**config.mk**
```make
export PLATFORM = sky130hd
export DESIGN_NAME = vm2002_change_ctrl
export DESIGN_NICKNAME = d
export VERILOG_FILES = /design/src/rtl/vm2002_common_pkg.sv /design/src/rtl/vm2002_coin_tube.sv /design/src/rtl/vm2002_change_ctrl.sv
export SDC_FILE = /design/constraint.sdc
export NUM_CORES = 1
export LEC_CHECK = 0
export BUFFER_PORTS_ARGS = -buffer_cell sky130_fd_sc_hd__buf_4
export CAP_MARGIN = 10
export CORE_ASPECT_RATIO = 1.1
export CORE_UTILIZATION = 59
export CTS_BUF_LIST = sky130_fd_sc_hd__clkbuf_16
export CTS_CLUSTER_DIAMETER = 80
export DETAILED_ROUTE_END_ITERATION = 10
export PLACE_DENSITY_LB_ADDON = 0.08
export SLEW_MARGIN = 30
export SYNTH_ARGS = -nofsm -noshare
export SYNTH_HDL_FRONTEND = slang
export SYNTH_SLANG_ARGS = --single-unit
export TNS_END_PERCENT = 20
```
**constraint.sdc**
```tcl
create_clock -name clk -period 7.11 [get_ports clk]
set_input_delay 1.422 -clock clk [delete_from_list [all_inputs] [get_ports clk]]
set_output_delay 1.422 -clock clk [all_outputs]
set_load 0.03 [all_outputs]
```
**src/rtl/vm2002_common_pkg.sv**
```systemverilog
// Shared types and coin constants for the vm2002 change-return path.
// Coin codes double as eject solenoid selects; code 0 means no coin.
package vm2002_common_pkg;

  typedef enum logic [2:0] {
    ST_IDLE   = 3'd0,
    ST_SELECT = 3'd1,
    ST_EJECT  = 3'd2,
    ST_DONE   = 3'd3,
    ST_JAM    = 3'd4
  } change_state_t;

  typedef enum logic [1:0] {
    COIN_NONE    = 2'd0,
    COIN_NICKEL  = 2'd1,
    COIN_DIME    = 2'd2,
    COIN_QUARTER = 2'd3
  } coins_t;

  localparam logic [4:0] COIN_VAL_NICKEL  = 5'd5;
  localparam logic [4:0] COIN_VAL_DIME    = 5'd10;
  localparam logic [4:0] COIN_VAL_QUARTER = 5'd25;

  function automatic logic [4:0] coin_value(input coins_t coin);
    logic [4:0] val;
    case (coin)
      COIN_NICKEL:  val = COIN_VAL_NICKEL;
      COIN_DIME:    val = COIN_VAL_DIME;
      COIN_QUARTER: val = COIN_VAL_QUARTER;
      default:      val = 5'd0;
    endcase
    return val;
  endfunction

endpackage

```
**src/rtl/vm2002_coin_tube.sv**
```systemverilog
// One coin-tube inventory: saturating refill add, single-coin decrement.
// o_sat flags an add whose sum would exceed the tube capacity.
module vm2002_coin_tube
  import vm2002_common_pkg::*;
#(
  parameter int TUBE_W   = 6,
  parameter int TUBE_MAX = 50
) (
  input  logic              i_clk,
  input  logic              i_hrst,
  input  logic              i_add_en,
  input  logic [TUBE_W-1:0] i_add_cnt,
  input  logic              i_dec_en,
  output logic [TUBE_W-1:0] o_cnt,
  output logic              o_sat
);

  localparam logic [TUBE_W:0]   L_MAX_W = (TUBE_W + 1)'(TUBE_MAX);
  localparam logic [TUBE_W-1:0] L_MAX   = TUBE_W'(TUBE_MAX);

  logic [TUBE_W-1:0] r_cnt;
  logic [TUBE_W:0]   w_sum;

  assign w_sum = {1'b0, r_cnt} + {1'b0, i_add_cnt};
  assign o_sat = i_add_en && (w_sum > L_MAX_W);
  assign o_cnt = r_cnt;

  // Tube inventory register
  always_ff @(posedge i_clk) begin
    if (i_hrst) begin
      r_cnt <= {TUBE_W{1'b0}};
    end else if (i_add_en) begin
      r_cnt <= o_sat ? L_MAX : w_sum[TUBE_W-1:0];
    end else if (i_dec_en && (r_cnt != {TUBE_W{1'b0}})) begin
      r_cnt <= r_cnt - {{(TUBE_W-1){1'b0}}, 1'b1};
    end else begin
      r_cnt <= r_cnt;
    end
  end

endmodule

```
**src/rtl/vm2002_change_ctrl.sv**
```systemverilog
// Change-return sequencer: pays a balance greedily (Q > D > N) one coin at a
// time from three finite tubes, reports any unpaid residue, latches ack jams.
module vm2002_change_ctrl
  import vm2002_common_pkg::*;
#(
  parameter int AMT_W    = 16,
  parameter int TUBE_W   = 6,
  parameter int TUBE_MAX = 50,
  parameter int ACK_TO   = 255
) (
  input  logic              clk,
  input  logic              hrst,
  input  logic              req_valid,
  input  logic [AMT_W-1:0]  req_amount,
  output logic              req_ready,
  input  logic              refill_valid,
  input  logic [1:0]        refill_coin,
  input  logic [TUBE_W-1:0] refill_count,
  output logic              refill_err,
  output logic [1:0]        eject_coin,
  input  logic              eject_ack,
  output logic              done,
  output logic [AMT_W-1:0]  short_amount,
  output logic              jam,
  output logic [TUBE_W-1:0] nickel_cnt,
  output logic [TUBE_W-1:0] dime_cnt,
  output logic [TUBE_W-1:0] quarter_cnt
);

  localparam int              TO_W   = $clog2(ACK_TO + 1);
  localparam logic [TO_W-1:0] L_TO   = TO_W'(ACK_TO);
  localparam logic [AMT_W-1:0] L_VAL_N = AMT_W'(COIN_VAL_NICKEL);
  localparam logic [AMT_W-1:0] L_VAL_D = AMT_W'(COIN_VAL_DIME);
  localparam logic [AMT_W-1:0] L_VAL_Q = AMT_W'(COIN_VAL_QUARTER);

  change_state_t    r_state;
  coins_t           r_coin;
  coins_t           r_eject_coin;
  logic [AMT_W-1:0] r_remaining;
  logic [AMT_W-1:0] r_short;
  logic [TO_W-1:0]  r_to_cnt;
  logic             r_done;
  logic             r_jam;
  logic             r_refill_err;

  coins_t w_refill_coin;
  logic   w_idle, w_accept, w_refill_ok, w_refill_drop, w_ack;
  logic   w_add_n, w_add_d, w_add_q, w_dec_n, w_dec_d, w_dec_q;
  logic   w_sat_n, w_sat_d, w_sat_q;

  assign w_refill_coin = coins_t'(refill_coin);
  assign w_idle        = (r_state == ST_IDLE);
  assign w_accept      = req_valid && w_idle;
  // A coincident request always wins over a refill in IDLE.
  assign w_refill_ok   = refill_valid && w_idle && !req_valid && (w_refill_coin != COIN_NONE);
  assign w_refill_drop = refill_valid && !w_refill_ok;
  assign w_add_n       = w_refill_ok && (w_refill_coin == COIN_NICKEL);
  assign w_add_d       = w_refill_ok && (w_refill_coin == COIN_DIME);
  assign w_add_q       = w_refill_ok && (w_refill_coin == COIN_QUARTER);
  assign w_ack         = (r_state == ST_EJECT) && eject_ack;
  assign w_dec_n       = w_ack && (r_coin == COIN_NICKEL);
  assign w_dec_d       = w_ack && (r_coin == COIN_DIME);
  assign w_dec_q       = w_ack && (r_coin == COIN_QUARTER);

  vm2002_coin_tube #(.TUBE_W(TUBE_W), .TUBE_MAX(TUBE_MAX)) u_tube_n (
    .i_clk(clk), .i_hrst(hrst), .i_add_en(w_add_n), .i_add_cnt(refill_count),
    .i_dec_en(w_dec_n), .o_cnt(nickel_cnt), .o_sat(w_sat_n));
  vm2002_coin_tube #(.TUBE_W(TUBE_W), .TUBE_MAX(TUBE_MAX)) u_tube_d (
    .i_clk(clk), .i_hrst(hrst), .i_add_en(w_add_d), .i_add_cnt(refill_count),
    .i_dec_en(w_dec_d), .o_cnt(dime_cnt), .o_sat(w_sat_d));
  vm2002_coin_tube #(.TUBE_W(TUBE_W), .TUBE_MAX(TUBE_MAX)) u_tube_q (
    .i_clk(clk), .i_hrst(hrst), .i_add_en(w_add_q), .i_add_cnt(refill_count),
    .i_dec_en(w_dec_q), .o_cnt(quarter_cnt), .o_sat(w_sat_q));

  assign req_ready    = w_idle;
  assign refill_err   = r_refill_err;
  assign eject_coin   = r_eject_coin;
  assign done         = r_done;
  assign short_amount = r_short;
  assign jam          = r_jam;

  // Refill error pulse: dropped refills and saturating adds
  always_ff @(posedge clk) begin
    if (hrst) begin
      r_refill_err <= 1'b0;
    end else begin
      r_refill_err <= w_refill_drop || w_sat_n || w_sat_d || w_sat_q;
    end
  end

  // Change FSM with remaining balance and ack timeout
  always_ff @(posedge clk) begin
    if (hrst) begin
      r_state      <= ST_IDLE;
      r_coin       <= COIN_NONE;
      r_eject_coin <= COIN_NONE;
      r_remaining  <= {AMT_W{1'b0}};
      r_short      <= {AMT_W{1'b0}};
      r_to_cnt     <= {TO_W{1'b0}};
      r_done       <= 1'b0;
      r_jam        <= 1'b0;
    end else begin
      r_done <= 1'b0;
      case (r_state)
        ST_IDLE: begin
          if (w_accept) begin
            r_remaining <= req_amount;
            r_short     <= {AMT_W{1'b0}};
            r_state     <= (req_amount == {AMT_W{1'b0}}) ? ST_DONE : ST_SELECT;
          end else begin
            r_state <= ST_IDLE;
          end
        end
        ST_SELECT: begin
          r_to_cnt <= {TO_W{1'b0}};
          if ((r_remaining >= L_VAL_Q) && (quarter_cnt != {TUBE_W{1'b0}})) begin
            r_coin <= COIN_QUARTER; r_eject_coin <= COIN_QUARTER; r_state <= ST_EJECT;
          end else if ((r_remaining >= L_VAL_D) && (dime_cnt != {TUBE_W{1'b0}})) begin
            r_coin <= COIN_DIME; r_eject_coin <= COIN_DIME; r_state <= ST_EJECT;
          end else if ((r_remaining >= L_VAL_N) && (nickel_cnt != {TUBE_W{1'b0}})) begin
            r_coin <= COIN_NICKEL; r_eject_coin <= COIN_NICKEL; r_state <= ST_EJECT;
          end else begin
            r_short <= r_remaining;
            r_state <= ST_DONE;
          end
        end
        ST_EJECT: begin
          if (eject_ack) begin
            r_remaining  <= r_remaining - AMT_W'(coin_value(r_coin));
            r_eject_coin <= COIN_NONE;
            r_state      <= ST_SELECT;
          end else if (r_to_cnt == L_TO) begin
            r_eject_coin <= COIN_NONE;
            r_short      <= r_remaining;
            r_jam        <= 1'b1;
            r_state      <= ST_JAM;
          end else begin
            r_to_cnt <= r_to_cnt + {{(TO_W-1){1'b0}}, 1'b1};
          end
        end
        ST_DONE: begin
          r_done      <= 1'b1;
          r_remaining <= {AMT_W{1'b0}};
          r_state     <= ST_IDLE;
        end
        ST_JAM: begin
          r_jam        <= 1'b1;
          r_eject_coin <= COIN_NONE;
          r_state      <= ST_JAM;
        end
        default: begin
          r_state <= ST_IDLE;
        end
      endcase
    end
  end

endmodule

```
### Word-level counts from Yosys, hierarchy flattened

Cells that the tools add are included.

| storage, ports and cells | value |
|---|---|
| memories kept | 0 |
| memory bits (writable) | 0 |
| bits of input ports | 29 |
| ROM bits | 0 |
| latch bits | 0 |
| bits in registers | 68 |

| cells by class | value |
|---|---|
| divide/modulo/power cells | 0 |
| equality and inequality tests | 21 |
| multiply operators | 0 |
| bitwise gates (word level) | 0 |
| reduce and logical (&&, ||, !) cells | 47 |
| shifts and indexed selects | 0 |
| multiplexer cells | 44 |
| $lt $le $gt $ge | 6 |
| add/subtract/negate cells | 8 |

Operator list:

| kind | count |
|---|---|
| 16-bit 2-to-1 mux | 8 |
| 16-bit case mux with 3 select lines | 2 |
| 6-bit 2-to-1 mux | 9 |
| 6-bit by 6-bit adder with 7-bit output | 3 |
| 7-bit by 6-bit greater-than comparator with 1-bit output, second input constant | 3 |
| 1-bit logical AND | 21 |
| 6-bit nonzero test | 3 |
| 6-bit by 1-bit subtractor with 6-bit output, second input constant | 3 |
| 16-bit by 3-bit >= comparator with 1-bit output, second input constant | 1 |
| 16-bit by 4-bit >= comparator with 1-bit output, second input constant | 1 |
| 16-bit by 5-bit >= comparator with 1-bit output, second input constant | 1 |
| 16-bit logical NOT | 1 |
| 8-bit 2-to-1 mux | 2 |
| 8-bit case mux with 2 select lines | 1 |
| 16-bit by 5-bit subtractor with 16-bit output | 1 |
| 5-bit 2-to-1 mux | 3 |
| 5-bit case mux with 3 select lines | 1 |
| 2-bit 2-to-1 mux | 7 |
| 2-bit != test, second input constant | 6 |
| 3-bit case mux with 4 select lines | 1 |
| 3-bit AND reduction | 4 |
| 2-bit nonzero test | 6 |
| 3-bit nonzero test | 4 |
| 8-bit by 1-bit adder with 8-bit output, second input constant | 1 |
| other kinds (18) | 33 |

### Depth between registers and ports, before layout

| depth | value |
|---|---|
| depth in word-level cells | 9 |
| gate-level depth with buffers | 10 |
| gate-level depth less buffers | 10 |

### Modules after synthesis

A second synthesis with hierarchy kept.

| unflattened totals | value |
|---|---|
| cells, all modules | 550 |
| area total of the unflattened synthesis | 4660.7 sq um |

By module, submodules not included:

| module | cells each | times used | area each (sq um) |
|---|---|---|---|
| vm2002_change_ctrl | 316 | 1 | 2682.6 |
| vm2002_coin_tube | 78 | 3 | 659.4 |

### Least setup slack after synthesis

Ideal clock, no wire load.

| timing path | value |
|---|---|
| path type | input-to-reg |
| start point | input port refill_count[0] |
| end point | register u_tube_n.r_cnt[0] (netlist: u_tube_n.o_cnt[0]) |
| stages on the path | 8 |
| setup slack | 3.697 ns |
| buffers on the path | 0 |
| arrival | 3.328 ns |
| path through | ha_1 > fa_1 > a211oi_1 > o21bai_1 > a21o_1 > a22oi_1 > a21oi_1 > a211oi_1 |

| between the ends | value |
|---|---|
| longest elaborated chain between the ends | 5 |

Ends and longest elaborated chain:

| what | line | text |
|---|---|---|
| start, declared | vm2002_change_ctrl.sv:18 | `input logic [TUBE_W-1:0] refill_count,` |
| 6-bit by 6-bit adder with 7-bit output (*) | vm2002_coin_tube.sv:24 | `assign w_sum = {1'b0, r_cnt} + {1'b0, i_add_cnt};` |
| 7-bit by 6-bit greater-than comparator with 1-bit output | vm2002_coin_tube.sv:25 | `assign o_sat = i_add_en && (w_sum > L_MAX_W);` |
| 1-bit logical AND | vm2002_coin_tube.sv:25 |  |
| 6-bit 2-to-1 mux (*) | vm2002_coin_tube.sv:33 | `r_cnt <= o_sat ? L_MAX : w_sum[TUBE_W-1:0];` |
| 6-bit 2-to-1 mux (*) | vm2002_coin_tube.sv:32 | `end else if (i_add_en) begin` |
| end signal, assigned | vm2002_coin_tube.sv:31 | `r_cnt <= {TUBE_W{1'b0}};` |
| end signal, assigned | vm2002_coin_tube.sv:33 |  |
| end signal, assigned | vm2002_coin_tube.sv:35 | `r_cnt <= r_cnt - {{(TUBE_W-1){1'b0}}, 1'b1};` |
| end, declared | vm2002_coin_tube.sv:21 | `logic [TUBE_W-1:0] r_cnt;` |

Every way passes the cells marked *; elsewhere a longest branch is shown, timed or not.
A chain may end at the register's enable or synchronous reset.

### Worst setup path in the final report

Ends and elaborated chain as after synthesis.

==> results.toml <==
[clock_network]
cts_resized = 0
cts.path.max_buffers = 2
postCtsSetupBuffers = 0
clock-sinks = 68
clock-root-buffer = "clkbuf_16"
cts_buffers = 9
cts_hold_buf = 0
clk_latency_ns = 0.33
clkTransAtPathRegs_ns = 0.05
cts_htree_levels = 3
cts_tree = "yes"

[synthesis]
ys_top_cells_by_area = "dfxtp_1 29%, ha_1 8.0%, nor2_1 4.1%, a21oi_1 4.0%, o21ai_0 3.4%"
synth_nets = 618
synth_enable_flop_cells = 0
syn_avg_cell_area_um2 = 8.427
ys.flop_type = "dfxtp_1"
synth_seq_cells = 68
yosysSeqAreaShare = 0.2911
synth_cell_types = 80
ys_warn_count = 0
synth_top_area_frac = 0.2911
synth_async_sr_flop_share = 0
netlist.top_cell.by_area = "dfxtp_1"
syn_area_um2 = 4677
synth_cells = 555

[grt]
grt_pass1_vias = 4193
grt_max_degree = 66
grt_use_total = 0.3006
antenna_found_initial = 0
grt_overflow = 0
grt_first_pass_wirelength_um = 19530

[route]
wl_per_cell_um = 16.53
via_count = 4518
finalWirelength_um = 11940
drtIter0Drc = 254
first_pass_iters = 5
vias_per_cell = 6.258
antenna_left = 0
drc = 0

[setup_path]
path_class = "input pin to register"
worstPathRequired_ns = 7.35
path_max_fanout = 5
worst_ep_arrival_time_ns = 3.75
start_kind = "input pin"
end_kind = "register"

[floorplan]
ios = 69
row_count = 33
fp.dieArea_um2 = 8288
core_area_um2 = 7556
die_y_um = 95.38
initial_core_util = 0.6190
dieWidth_um = 86.89

[min_path]
hold_class = "register to register"

[outcome]
outcome = "finished clean"

[placed_design]
gp_congestion = 0.9511
post-place-ws_ns = 3.291
port_buffers = 68
dp.final_hpwl_um = 8824
post_dp_cell_area_um2 = 5228

[cells_and_area]
n_antenna_cell = 0
final_common_cell = "buf_4"
nets = 675
mostFrequentLayoutCells = "69 x buf_4, 68 x dfxtp_1, 51 x nor2_1, 37 x a21oi_1, 34 x nand2_1"
fill_cells = 594
layout-drive-gt1-share = 0.1767
finish.utilization = 0.7337
area_growth_pct = 18.54
stdcell_area_um2 = 5544

[sta]
setup-tns-final_ns = 0
rsz0062_at_grt = "false"
fin_skew_ns = 0.004700
drv_slew = 0
final-hold-violation-count = 0
slew_headroom = 0.3630
setup_ws_ns = 3.607
worstMarginPinSlew_ns = 0.9467
finalCritPeriodShare = 0.4926
setup_violations = 0
fin_crit_ns = 3.503
fmaxAchievable_ghz = 0.2855

[pwr]
p_leak_nw = 2.158
fin_total_pwr_mw = 1.706
vdd_ir_drop_max_mv = 0.1349
powerDensity_nw_per_um2 = 307.8

[flow_run]
maxCapViolCount = 0
==> cells by family after synthesis <==
logic type | synth area share
and+or+nand+nor | 0.2608
AOI/OAI and AO/OA | 0.2654
DFF | 0.2911
buffers and inverters | 0.03397
adders and majority gates | 0.09952
xor gates and xnor gates | 0.04494
muxes | 0.004281
==> routing by layer <==
| metal | share of wire | up-vias | GRT usage |
|---|---|---|---|
| li1 | - | 2226 | - |
| met1 | 0.42 | 2118 | 0.3588 |
| met2 | 0.51 | 151 | 0.5479 |
| met3 | 0.053 | 23 | 0.03463 |
| met4 | 0.021 | 0 | 0.1181 |
| met5 | 0 | - | 0 |
==> cell usage after synthesis, drive strengths merged (3+ instances only) <==
cell type  count
a31oi          6
o21ai         34
nor2          51
xnor2         10
nand2b        23
a32oi          3
clkbuf        18
a22oi          3
o311ai         4
a221oi         6
a211o          4
inv           16
and3           5
ha            30
nor3b          8
buf            5
nor2b          8
and2           6
o21a           3
nand4          8
o2111ai        4
nand2         34
nor4          15
or3            3
a32o           3
and4           3
dfxtp         68
nor4b          4
or2            7
nor3          21
o21bai         4
nand3          6
fa             4
a21oi         37
a21o           7
a211oi        20
xor2          14
o2bb2ai       17
==> critical path, cell delays in order <==
cell and delay, ns:
buf_4 0.13, ha_1 0.22, fa_1 0.41, a211oi_1 0.47, o21bai_1 0.14, a21o_1 0.22, a22oi_1 0.40, a21oi_1 0.13
a211oi_1 0.20
==> stage by stage <==
stage                     hold slack [ns]  cells
after global placement             0.4549    706
after detailed placement           0.4698    706
after floorplan                    0.4483    555
after global routing               0.4990    722
final                              0.4745    722
after CTS                          0.4791    722
==> power by group <==
group / switching (mW) / leakage [nW] / internal [mW] / total, mW
Combinational: 0.432 / 1.46 / 0.269 / 0.701
Sequential: 0.100 / 0.553 / 0.437 / 0.537
Clock: 0.163 / 0.145 / 0.305 / 0.467
==> final cells by class <==
cell class / count / area, um^2 / area share
Tap cell: 105 / 131.4 / 0.02370
Clock buffer: 9 / 225.2 / 0.04062
Inverter: 16 / 60.06 / 0.01083
Sequential cell: 68 / 1361 / 0.2455
Timing Repair Buffer: 69 / 518.0 / 0.09343
Multi-Input combinational cell: 448 / 3157 / 0.5694
Clock inverter: 7 / 91.34 / 0.01647
==> worst paths after layout <==
kind,slack [ns],to,cells past startpoint,startpoint
worst max-delay path,3.61,u_tube_n.o_cnt[0],9,refill_count[0]
worst min-delay path,0.47,short_amount[3],2,short_amount[3]
worst max register to register,4.42,r_remaining[8],10,r_remaining[0]
worst min register to register,0.47,short_amount[3],2,short_amount[3]
==> flip-flops by register name, indices dropped and copies added (netlist names), 2 cells and up <==
name / count
r_to_cnt: 8
u_tube_d.o_cnt: 6
u_tube_q.o_cnt: 6
r_state: 3
r_remaining: 16
eject_coin: 2
u_tube_n.o_cnt: 6
r_coin: 2
short_amount: 16
Power figures use the tool's default switching activity.
